[src/rtl/dp_row_ctrl.sv]
// Sequencing controller for one row of dot-product columns.
// It fetches, loads and executes each K-group, then waits out the row pipeline latency.
module dp_row_ctrl #(
    parameter int M        = 4,
    parameter int ADDR_W   = 8,
    parameter int CNT_W    = 8,
    parameter int PIPE_LAT = 2
) (
    input  logic              clk,
    input  logic              reset,
    input  logic              start,
    input  logic [CNT_W-1:0]  num_groups,
    input  logic [M-1:0]      col_mask,
    input  logic              w_valid,
    output logic              w_ready,
    output logic              load,
    output logic              execute,
    output logic [M-1:0]      a_select,
    output logic [ADDR_W-1:0] w_addr,
    output logic [ADDR_W-1:0] act_addr,
    output logic              psum_clr,
    output logic              psum_valid,
    output logic              busy,
    output logic              done
);

    localparam logic [3:0] LAT_LAST = 4'(PIPE_LAT - 1);

    typedef enum logic [2:0] {
        S_IDLE,
        S_FETCH,
        S_LOAD,
        S_EXEC,
        S_DRAIN
    } state_t;

    state_t             r_state;
    logic [CNT_W-1:0]   r_ngroups;
    logic [CNT_W-1:0]   r_grp;
    logic [3:0]         r_lat;
    logic               r_fin;
    logic               r_w_ready;
    logic               r_load;
    logic               r_execute;
    logic [M-1:0]       r_a_select;
    logic [ADDR_W-1:0]  r_w_addr;
    logic [ADDR_W-1:0]  r_act_addr;
    logic               r_psum_clr;
    logic               r_psum_valid;
    logic               r_busy;
    logic               r_done;

    logic [CNT_W-1:0]   w_grp_nxt;
    logic               w_job_ok;
    logic               w_accept;
    logic               w_zero;

    // A new job may be taken in IDLE or in the final (done) cycle of DRAIN.
    assign w_grp_nxt = r_grp + CNT_W'(1);
    assign w_job_ok  = (r_state == S_IDLE) || ((r_state == S_DRAIN) && r_fin);
    assign w_accept  = start && w_job_ok && (num_groups != '0);
    assign w_zero    = start && w_job_ok && (num_groups == '0);

    always_ff @(posedge clk) begin
        if (!reset) begin
            r_state      <= S_IDLE;
            r_ngroups    <= '0;
            r_grp        <= '0;
            r_lat        <= '0;
            r_fin        <= 1'b0;
            r_w_ready    <= 1'b0;
            r_load       <= 1'b0;
            r_execute    <= 1'b0;
            r_a_select   <= '0;
            r_w_addr     <= '0;
            r_act_addr   <= '0;
            r_psum_clr   <= 1'b0;
            r_psum_valid <= 1'b0;
            r_busy       <= 1'b0;
            r_done       <= 1'b0;
        end else begin
            r_load       <= 1'b0;
            r_execute    <= 1'b0;
            r_psum_clr   <= 1'b0;
            r_psum_valid <= 1'b0;
            r_done       <= 1'b0;
            case (r_state)
                S_IDLE: begin
                    if (w_accept) begin
                        r_state    <= S_FETCH;
                        r_ngroups  <= num_groups;
                        r_a_select <= col_mask;
                        r_grp      <= '0;
                        r_w_addr   <= '0;
                        r_act_addr <= '0;
                        r_w_ready  <= 1'b1;
                        r_busy     <= 1'b1;
                    end else if (w_zero) begin
                        r_done <= 1'b1;
                    end
                end
                S_FETCH: begin
                    if (w_valid) begin
                        r_state   <= S_LOAD;
                        r_w_ready <= 1'b0;
                        r_load    <= 1'b1;
                    end
                end
                S_LOAD: begin
                    r_state    <= S_EXEC;
                    r_execute  <= 1'b1;
                    r_psum_clr <= (r_grp == '0);
                end
                S_EXEC: begin
                    r_grp      <= w_grp_nxt;
                    r_w_addr   <= r_w_addr + ADDR_W'(1);
                    r_act_addr <= r_act_addr + ADDR_W'(1);
                    if (w_grp_nxt == r_ngroups) begin
                        r_state <= S_DRAIN;
                        r_lat   <= '0;
                        r_fin   <= 1'b0;
                    end else begin
                        r_state   <= S_FETCH;
                        r_w_ready <= 1'b1;
                    end
                end
                S_DRAIN: begin
                    if (r_fin) begin
                        r_fin <= 1'b0;
                        if (w_accept) begin
                            r_state    <= S_FETCH;
                            r_ngroups  <= num_groups;
                            r_a_select <= col_mask;
                            r_grp      <= '0;
                            r_w_addr   <= '0;
                            r_act_addr <= '0;
                            r_w_ready  <= 1'b1;
                        end else begin
                            r_state    <= S_IDLE;
                            r_busy     <= 1'b0;
                            r_a_select <= '0;
                            r_done     <= w_zero;
                        end
                    end else if (r_lat == LAT_LAST) begin
                        // Last wait cycle: the row output is ready next cycle.
                        r_fin        <= 1'b1;
                        r_done       <= 1'b1;
                        r_psum_valid <= 1'b1;
                    end else begin
                        r_lat <= r_lat + 4'd1;
                    end
                end
                default: begin
                    r_state    <= S_IDLE;
                    r_busy     <= 1'b0;
                    r_w_ready  <= 1'b0;
                    r_a_select <= '0;
                end
            endcase
        end
    end

    assign w_ready    = r_w_ready;
    assign load       = r_load;
    assign execute    = r_execute;
    assign a_select   = r_a_select;
    assign w_addr     = r_w_addr;
    assign act_addr   = r_act_addr;
    assign psum_clr   = r_psum_clr;
    assign psum_valid = r_psum_valid;
    assign busy       = r_busy;
    assign done       = r_done;

endmodule

[config.mk]
export PLATFORM = sky130hd
export DESIGN_NAME = dp_row_ctrl
export DESIGN_NICKNAME = d
export VERILOG_FILES = /design/src/rtl/dp_row_ctrl.sv
export SDC_FILE = /design/constraint.sdc
export NUM_CORES = 1
export LEC_CHECK = 0
export BUFFER_PORTS_ARGS = -buffer_cell sky130_fd_sc_hd__buf_2
export CAP_MARGIN = 5
export CORE_UTILIZATION = 51
export CTS_BUF_LIST = sky130_fd_sc_hd__clkbuf_4 sky130_fd_sc_hd__clkbuf_8 sky130_fd_sc_hd__clkbuf_16
export DETAILED_ROUTE_END_ITERATION = 16
export GPL_TIMING_DRIVEN = 0
export PLACE_DENSITY_LB_ADDON = 0.1
export SKIP_CTS_REPAIR_TIMING = 1
export SLEW_MARGIN = 20
export SYNTH_ARGS = -nofsm -noshare
export SYNTH_HDL_FRONTEND = slang
export SYNTH_SLANG_ARGS = --single-unit
export TNS_END_PERCENT = 10
[constraint.sdc]
create_clock -name clk -period 2.65 [get_ports clk]
set_input_delay 0.6625 -clock clk [delete_from_list [all_inputs] [get_ports clk]]
set_output_delay 0.6625 -clock clk [all_outputs]
set_load 0.01 [all_outputs]
* Word level (Yosys, flattened, before mapping)
Index checks and enable logic that the tools add are counted.
Word-level totals: register bits after elaboration 51, input port bits 16, output and inout bits 27, logic and storage cells 105
Operators by class: add/sub/neg operators 4, eq/ne operators 14, muxes and demuxes 46, bitwise logic cells 2, reduce and logical (&&, ||, !) cells 24
Operators by type and width (number):
- case mux 8 bit (3 select lines) | 3
- 2-to-1 mux 8 bit | 8
- adder 8 x 1 -> 8 bit, second input constant | 3
- 2-to-1 mux 4 bit | 6
- 2-to-1 mux 1 bit | 17
- logical NOT 8 bit | 2
- != test 2 bit, second input constant | 8
- case mux 8 bit (2 select lines) | 1
- case mux 3 bit (5 select lines) | 1
- 2-to-1 mux 3 bit | 4
- case mux 4 bit (3 select lines) | 1
- AND reduction 2 bit | 6
- AND reduction 4 bit | 3
- == test 8 bit | 1
- case mux 4 bit (2 select lines) | 1
- nonzero test 8 bit | 1
- == test 3 x 2 -> 1 bit, second input constant | 2
- AND reduction 3 bit | 2
- case mux 1 bit (5 select lines) | 1
- adder 4 x 1 -> 4 bit, second input constant | 1
- == test 4 x 1 -> 1 bit, second input constant | 1
- logical AND 1 bit | 4
- case mux 1 bit (2 select lines) | 2
- nonzero test 2 bit | 2
- other kinds (8) | 9

* Longest topological paths before layout
Gate-level depths: netlist of run 1.
word-level depth 8, depth in mapped cells 8, depth with buffers taken out 8

* Worst setup path before layout of run 1
Ideal clock, no wire load.
path type reg2reg, start point reg r_grp[0], end point reg r_lat[3], setup time 0.122 ns, data arrival time 2.116 ns, data required time 2.528 ns, slack 0.412 ns, cell stages (with the launch flop) 7, buffers on the path 0, period minus slack after synthesis 2.238 ns, cells stage by stage dfxtp_1 > ha_1 > nand3_2 > or3_1 > a222oi_1 > a21oi_2 > o311a_1
Between the ends: word-level cells in the longest chain between the ends 4
Ends and longest elaborated chain:
- start: declaration | line 39 | logic [CNT_W-1:0] r_grp;
- start signal: assignment | line 115 | r_grp <= w_grp_nxt;
- adder 8 x 1 -> 8 bit | line 59 | assign w_grp_nxt = r_grp + CNT_W'(1);
- == test 8 bit | line 118 | if (w_grp_nxt == r_ngroups) begin
- != test 2 bit (no source line)
- AND reduction 4 bit (no source line)
- end signal: assignment | line 150 | r_lat <= r_lat + 4'd1;
- end: declaration | line 40 | logic [3:0] r_lat;
Every way passes these cells. A chain may end at the register's enable or synchronous reset.

* Worst setup path in the final report of run 1
Same ends and word-level chain as after synthesis.

==> results of run 1 <==
[kinds of logic (layout without fill, tap and decap cells)]
kind of cell / after synthesis / count (layout) / synth area share
simple gates: 133 / 133 / 0.2724
fa+ha+maj: 6 / 6 / 0.03049
compound gates: 61 / 61 / 0.1692
buf+inv: 19 / 70 / 0.03506
flops: 51 / 51 / 0.4146
xor+xnor: 22 / 22 / 0.07825
[worst reg2reg max path, stage by stage, from the launching register on]
cell and delay [ns]:
sky130_fd_sc_hd__dfxtp_1 0.47, sky130_fd_sc_hd__ha_1 0.34, sky130_fd_sc_hd__nand3_2 0.17, sky130_fd_sc_hd__or3_1 0.40
sky130_fd_sc_hd__a222oi_1 0.36, sky130_fd_sc_hd__buf_4 0.19, sky130_fd_sc_hd__a21oi_2 0.09, sky130_fd_sc_hd__o311a_1 0.35
[metal layers]
layer,up-vias,GRT usage,share of wire
met1,1013,0.3004,0.48
met3,12,0.05345,0.052
met5,-,0,0
li1,1119,-,-
met4,0,0.09804,0.019
met2,65,0.3598,0.45
[cell usage after synthesis (all sizes together), types with 2 or more instances]
cell type,instances,area [um^2]
nor2,24,90.09
nand2,50,187.7
nand4,9,56.30
inv,5,18.77
nor4,5,31.28
xnor2,12,105.1
a22oi,8,60.06
nor3,2,10.01
clkbuf,6,22.52
a21oi,13,72.57
ha,6,75.07
nor2b,14,87.58
o221a,3,33.78
and2,2,12.51
a21boi,9,67.56
nor4b,5,43.79
xor2,10,87.58
and3,5,31.28
nand3,6,40.04
or3,5,36.28
buf,8,45.04
dfxtp,51,1021
o21ai,18,90.09
[sequential cells by signal (all words and copies together), names as in the netlist]
| signal | flops |
|---|---|
| r_state | 3 |
| r_fin | 1 |
| r_grp | 8 |
| load | 1 |
| execute | 1 |
| r_lat | 4 |
| act_addr | 8 |
| a_select | 4 |
| psum_clr | 1 |
| psum_valid | 1 |
| done | 1 |
| r_ngroups | 8 |
| w_ready | 1 |
| w_addr | 8 |
| busy | 1 |
[worst paths after layout]
check | endpoint | slack [ns] | cells past startpoint
worst max-delay path | r_lat[3] | 0.17 | 7
worst min-delay path | r_ngroups[1] | 0.49 | 2
worst max register to register | r_lat[3] | 0.17 | 7
worst min register to register | r_ngroups[1] | 0.49 | 2
[power by group through the flow]
| stage | registers (uW) | clock network (uW) | logic [uW] |
|---|---|---|---|
| 2_1_floorplan | 832 | 0 | 124 |
| 3_3_place_gp | 830 | 0 | 189 |
| 3_5_place_dp | 830 | 0 | 191 |
| 4_1_cts | 813 | 573 | 192 |
| 5_1_grt | 817 | 607 | 223 |
| 6_report | 813 | 560 | 197 |
[stage by stage]
| step | cells | total power (uW) | instance area [um^2] | util |
|---|---|---|---|---|
| after detailed placement | 386 | 1021 | 2738 | 0.6078 |
| after CTS | 394 | 1577 | 2854 | 0.6336 |
| after floorplan | 292 | 956.8 | 2462 | - |
| after global routing | 395 | 1647 | 2861 | 0.6353 |
| after global placement | 386 | 1019 | 2738 | 0.6078 |
| final | 395 | 1570 | 2861 | 0.6353 |
[area by class of cell]
cell class                 instances  area, um^2
timing repair buffer              43       217.7
multi-input combinational        222        1355
clock buffer                       5       68.82
sequential                        51        1021
buffer                            14       67.56
fill                             402        1643
inverter                           5       18.77
clock inverter                     3       47.55
tap                               52       65.06
==> results.cfg, run 1 <==
[synth]
yosys_warnings = 0
most_common_flop_cell_mapped_by_yosys = sky130_fd_sc_hd__dfxtp_1
synth_sequential_area_ratio = 0.4146
syn-instance-count = 292
synth_async_sr_flop_share = 0
synth_cell_types = 45
syn_nets = 314
number_of_flops_mapped_to_enable_cells_by_yosys = 0
mappedNetlistArea_mm2 = 0.002462
synth_area_per_cell_um2 = 8.433
ys_seq_elements = 51

[pwr]
power_density_mw_per_mm2 = 548.6
power_frac_clock = 0.357
internal_power_uw = 1157
p_leak_uw = 0.001131
swShare = 0.2630
power_frac_seq = 0.518
switchingPower_uw = 412.9
power_share_of_the_combinational_group = 0.126
vdd.ir_drop.worst_uv = 354.2

[worst_setup_path]
buffers_plus_inverters_on_the_worst_setup_path = 1
critical_path_required_ns = 2.85
critical_path.max_stage_delay_ns = 0.47
type_of_destination_of_the_critical_path = flip-flop
timing.setup.critical_path_class = flip-flop to flip-flop
cp.arrival_ns = 2.68
worst_path_max_delay_cell = sky130_fd_sc_hd__dfxtp_1
critical-path-top-delay-family = compound AO/OA/AOI/OAI gates
nature_of_the_critical_path_startpoint = flip-flop
reg2reg_from = r_grp[0]
worst-path-max-fanout = 7
startpoint_of_the_worst_setup_timing_path = r_grp[0]
cp_cell_sequence = ha_1 -> nand3_2 -> or3_1 -> a222oi_1 -> buf_4 -> a21oi_2 -> o311a_1

[timing]
fin_setup_tns_ns = 0
timing_max_transition_violations_final = 0
period_minus_slack_ns = 2.482
post-route-worst-setup-slack_ns = 0.1682
fin_hold_ws_ns = 0.4864
rsz0062_at_grt = false
clock_skew_ns = 0.01230
setup_viol = 0
slew_headroom = 0.6374
timing.final.hold_violations = 0
final_cycle_utilization_of_the_critical_path = 0.9365
worst_slew_pin_slew_ns = 0.5438
achievable_freq_mhz = 402.9

[drt]
number_of_nets_with_antenna_violations_after_routing = 0
drt_iter0_markers = 141
vias = 2209
post_drt_via_cell_ratio = 5.592
routed_wirelength_mm = 5.359
drt-pass1-iter-count = 4
routed_len_inst_um = 13.57
detail_route.drc_violations = 0

[run]
drv_cap = 0

[cts]
clk-insertion-delay-late_ns = 0.31
cts_num_sinks = 51
cts_made_buffers = 5
cts_tree = done
cts.htree.levels = 2
max_buffers_root_to_sink = 2
clkTransAtPathRegs_ns = 0.10
clk_root_buffer_cell = sky130_fd_sc_hd__clkbuf_8

[min_path]
worst_hold_path_type = flip-flop to flip-flop
hold_path_startpoint = r_ngroups[1]

[global_route]
overflow = 0
grt_max_degree = 18
wire_length_of_the_first_global_routing_pass_mm = 9.252
grt_pass1_vias = 2096
antenna_violations_before_repair = 0
grtUsageTotal = 0.2279

[die]
row_count = 24
coreArea_mm2 = 0.004504
design.die.area_mm2 = 0.005110
floorplan.initialDensity = 0.5467
top_ports = 43
die_h_um = 71.49
die_x_um = 71.49

[final_layout]
num_antenna_cells = 0
layout-area-overhead-vs-synth_pct = 16.21
design.final.nets = 364
final_layout_size_suffix_gt1_frac = 0.1953
layout_common_cells = sky130_fd_sc_hd__dfxtp_1 (51), sky130_fd_sc_hd__nand2_1 (50), sky130_fd_sc_hd__buf_2 (48)
final_common_cell = sky130_fd_sc_hd__dfxtp_1

[placement]
place_congestion = 0.8777
setup_slack_placement_ns = 0.08459
port_buffers = 42
hpwlAfterDp_mm = 3.830

[outcome]
outcome = complete, no violations
(Power assumes the default switching activity.)
==> run 2: changes to the inputs <==
--- a/config.mk
+++ b/config.mk
@@ -7,7 +7,7 @@
 export LEC_CHECK = 0
 export BUFFER_PORTS_ARGS = -buffer_cell sky130_fd_sc_hd__buf_2
 export CAP_MARGIN = 5
-export CORE_UTILIZATION = 51
+export CORE_UTILIZATION = 55
 export CTS_BUF_LIST = sky130_fd_sc_hd__clkbuf_4 sky130_fd_sc_hd__clkbuf_8 sky130_fd_sc_hd__clkbuf_16
 export DETAILED_ROUTE_END_ITERATION = 16
 export GPL_TIMING_DRIVEN = 0
==> results.cfg, run 2 (same netlist as run 1, synthesis figures left out) <==
[pwr]
power_share_of_the_combinational_group = 0.120
p_leak_uw = 0.001141
power_frac_clock = 0.387
power_density_mw_per_mm2 = 572.4
internal_power_uw = 1258
switchingPower_uw = 390.2
power_frac_seq = 0.493
swShare = 0.2368
vdd.ir_drop.worst_uv = 312.9
power.total_uw = 1648

[global_route]
grt_max_degree = 16
antenna_violations_before_repair = 0
grtUsageTotal = 0.2489
grt_pass1_vias = 1936
overflow = 0
wire_length_of_the_first_global_routing_pass_mm = 8.666

[cts]
max_buffers_root_to_sink = 2
cts.htree.levels = 2
cts_num_sinks = 51
clkTransAtPathRegs_ns = 0.09
clk_root_buffer_cell = sky130_fd_sc_hd__clkbuf_8
cts_made_buffers = 5
cts_tree = done
clk-insertion-delay-late_ns = 0.30

[final_layout]
num_antenna_cells = 0
finalNonFillerCells = 393
design.final.nets = 364
layout_common_cells = sky130_fd_sc_hd__dfxtp_1 (51), sky130_fd_sc_hd__nand2_1 (50), sky130_fd_sc_hd__buf_2 (48)
layout-area-overhead-vs-synth_pct = 16.92
final_common_cell = sky130_fd_sc_hd__dfxtp_1
final_cell_area_mm2 = 0.002879
final_layout_size_suffix_gt1_frac = 0.1953

[die]
design.die.area_mm2 = 0.004749
coreArea_mm2 = 0.004144
floorplan.initialDensity = 0.5942
die_x_um = 68.91
top_ports = 43
row_count = 23
die_h_um = 68.91

[placement]
port_buffers = 42
place_congestion = 0.8698
numPlacedInstances = 384
placedInstanceArea_mm2 = 0.002735
hpwlAfterDp_mm = 3.879
setup_slack_placement_ns = -0.0005123

[worst_setup_path]
startpoint_of_the_worst_setup_timing_path = r_grp[0]
regToRegSetupSlack_ns = 0.19
critical_path_required_ns = 2.85
cp.arrival_ns = 2.66
r2r_cells = 7
end_of_the_critical_path = r_lat[3]
type_of_destination_of_the_critical_path = flip-flop
reg2reg_from = r_grp[0]
timing.rr.end = r_lat[3]
timing.setup.critical_path_class = flip-flop to flip-flop
worst-path-max-fanout = 7
nature_of_the_critical_path_startpoint = flip-flop

[min_path]
worst_hold_path_type = flip-flop to flip-flop

[timing]
fin_setup_tns_ns = 0
setup_viol = 0
slew_headroom = 0.6674
post-route-worst-setup-slack_ns = 0.1882
worst_slew_pin_slew_ns = 0.4920
period_minus_slack_ns = 2.462
achievable_freq_mhz = 406.2
timing_max_transition_violations_final = 0
final_cycle_utilization_of_the_critical_path = 0.9290
clock_skew_ns = 0.006460
timing.final.hold_violations = 0
rsz0062_at_grt = false

[run]
drv_cap = 0

[drt]
number_of_nets_with_antenna_violations_after_routing = 0
vias = 2202
routed_len_inst_um = 13.50
post_drt_via_cell_ratio = 5.603
routed_wirelength_mm = 5.307
drt-pass1-iter-count = 4
drt_iter0_markers = 105
detail_route.drc_violations = 0

[outcome]
outcome = complete, no violations
run 2: through the flow:
stage | hold WS (ns) | util
6_report | 0.4796 | 0.6947
5_1_grt | 0.5189 | 0.6947
4_1_cts | 0.4832 | 0.6929
3_5_place_dp | 0.4761 | 0.6600
3_3_place_gp | 0.4661 | 0.6600
2_1_floorplan | 0.4443 | -
run 2: area by class of cell:
class / count / area (um^2)
Clock inverter: 2 / 60.06
Clock buffer: 6 / 76.32
Inverter: 5 / 18.77
Timing Repair Buffer: 43 / 217.7
Buffer: 14 / 67.56
Tap cell: 50 / 62.56
Fill cell: 373 / 1265
Multi-Input combinational cell: 222 / 1355
Sequential cell: 51 / 1021
run 2: per-layer routing:
metal  GRT usage  vias up  wire [um]
li1            -     1129          -
met1      0.3114     1027       2509
met2      0.4078       38       2473
met3     0.05921        8        228
met4      0.1020        0         95
met5           0        -          0
run 2: power by group through the flow:
stage	combinational, uW	clock, uW	sequential [uW]
finish	198	638	813
CTS	193	652	813
floorplan	124	0	832
detailed placement	191	0	831
global placement	189	0	830
global route	220	674	817
run 2: worst min-delay path by stage:
stage,startpoint,to,slack (ns),cells after the start
2_1_floorplan,r_grp[7],psum_clr,0.44,1
3_3_place_gp,w_addr[7],w_addr[7],0.47,2
3_5_place_dp,r_ngroups[1],r_ngroups[1],0.48,2
4_1_cts,r_ngroups[1],r_ngroups[1],0.48,2
5_1_grt,r_ngroups[1],r_ngroups[1],0.52,2
6_report,r_ngroups[1],r_ngroups[1],0.48,2
run 2: critical path: stages (launching register included):
cell                       delay (ns)
sky130_fd_sc_hd__dfxtp_1         0.48
sky130_fd_sc_hd__ha_1            0.34
sky130_fd_sc_hd__nand3_2         0.17
sky130_fd_sc_hd__or3_1           0.40
sky130_fd_sc_hd__a222oi_1        0.34
sky130_fd_sc_hd__buf_4           0.19
sky130_fd_sc_hd__a21oi_2         0.09
sky130_fd_sc_hd__o311a_1         0.34
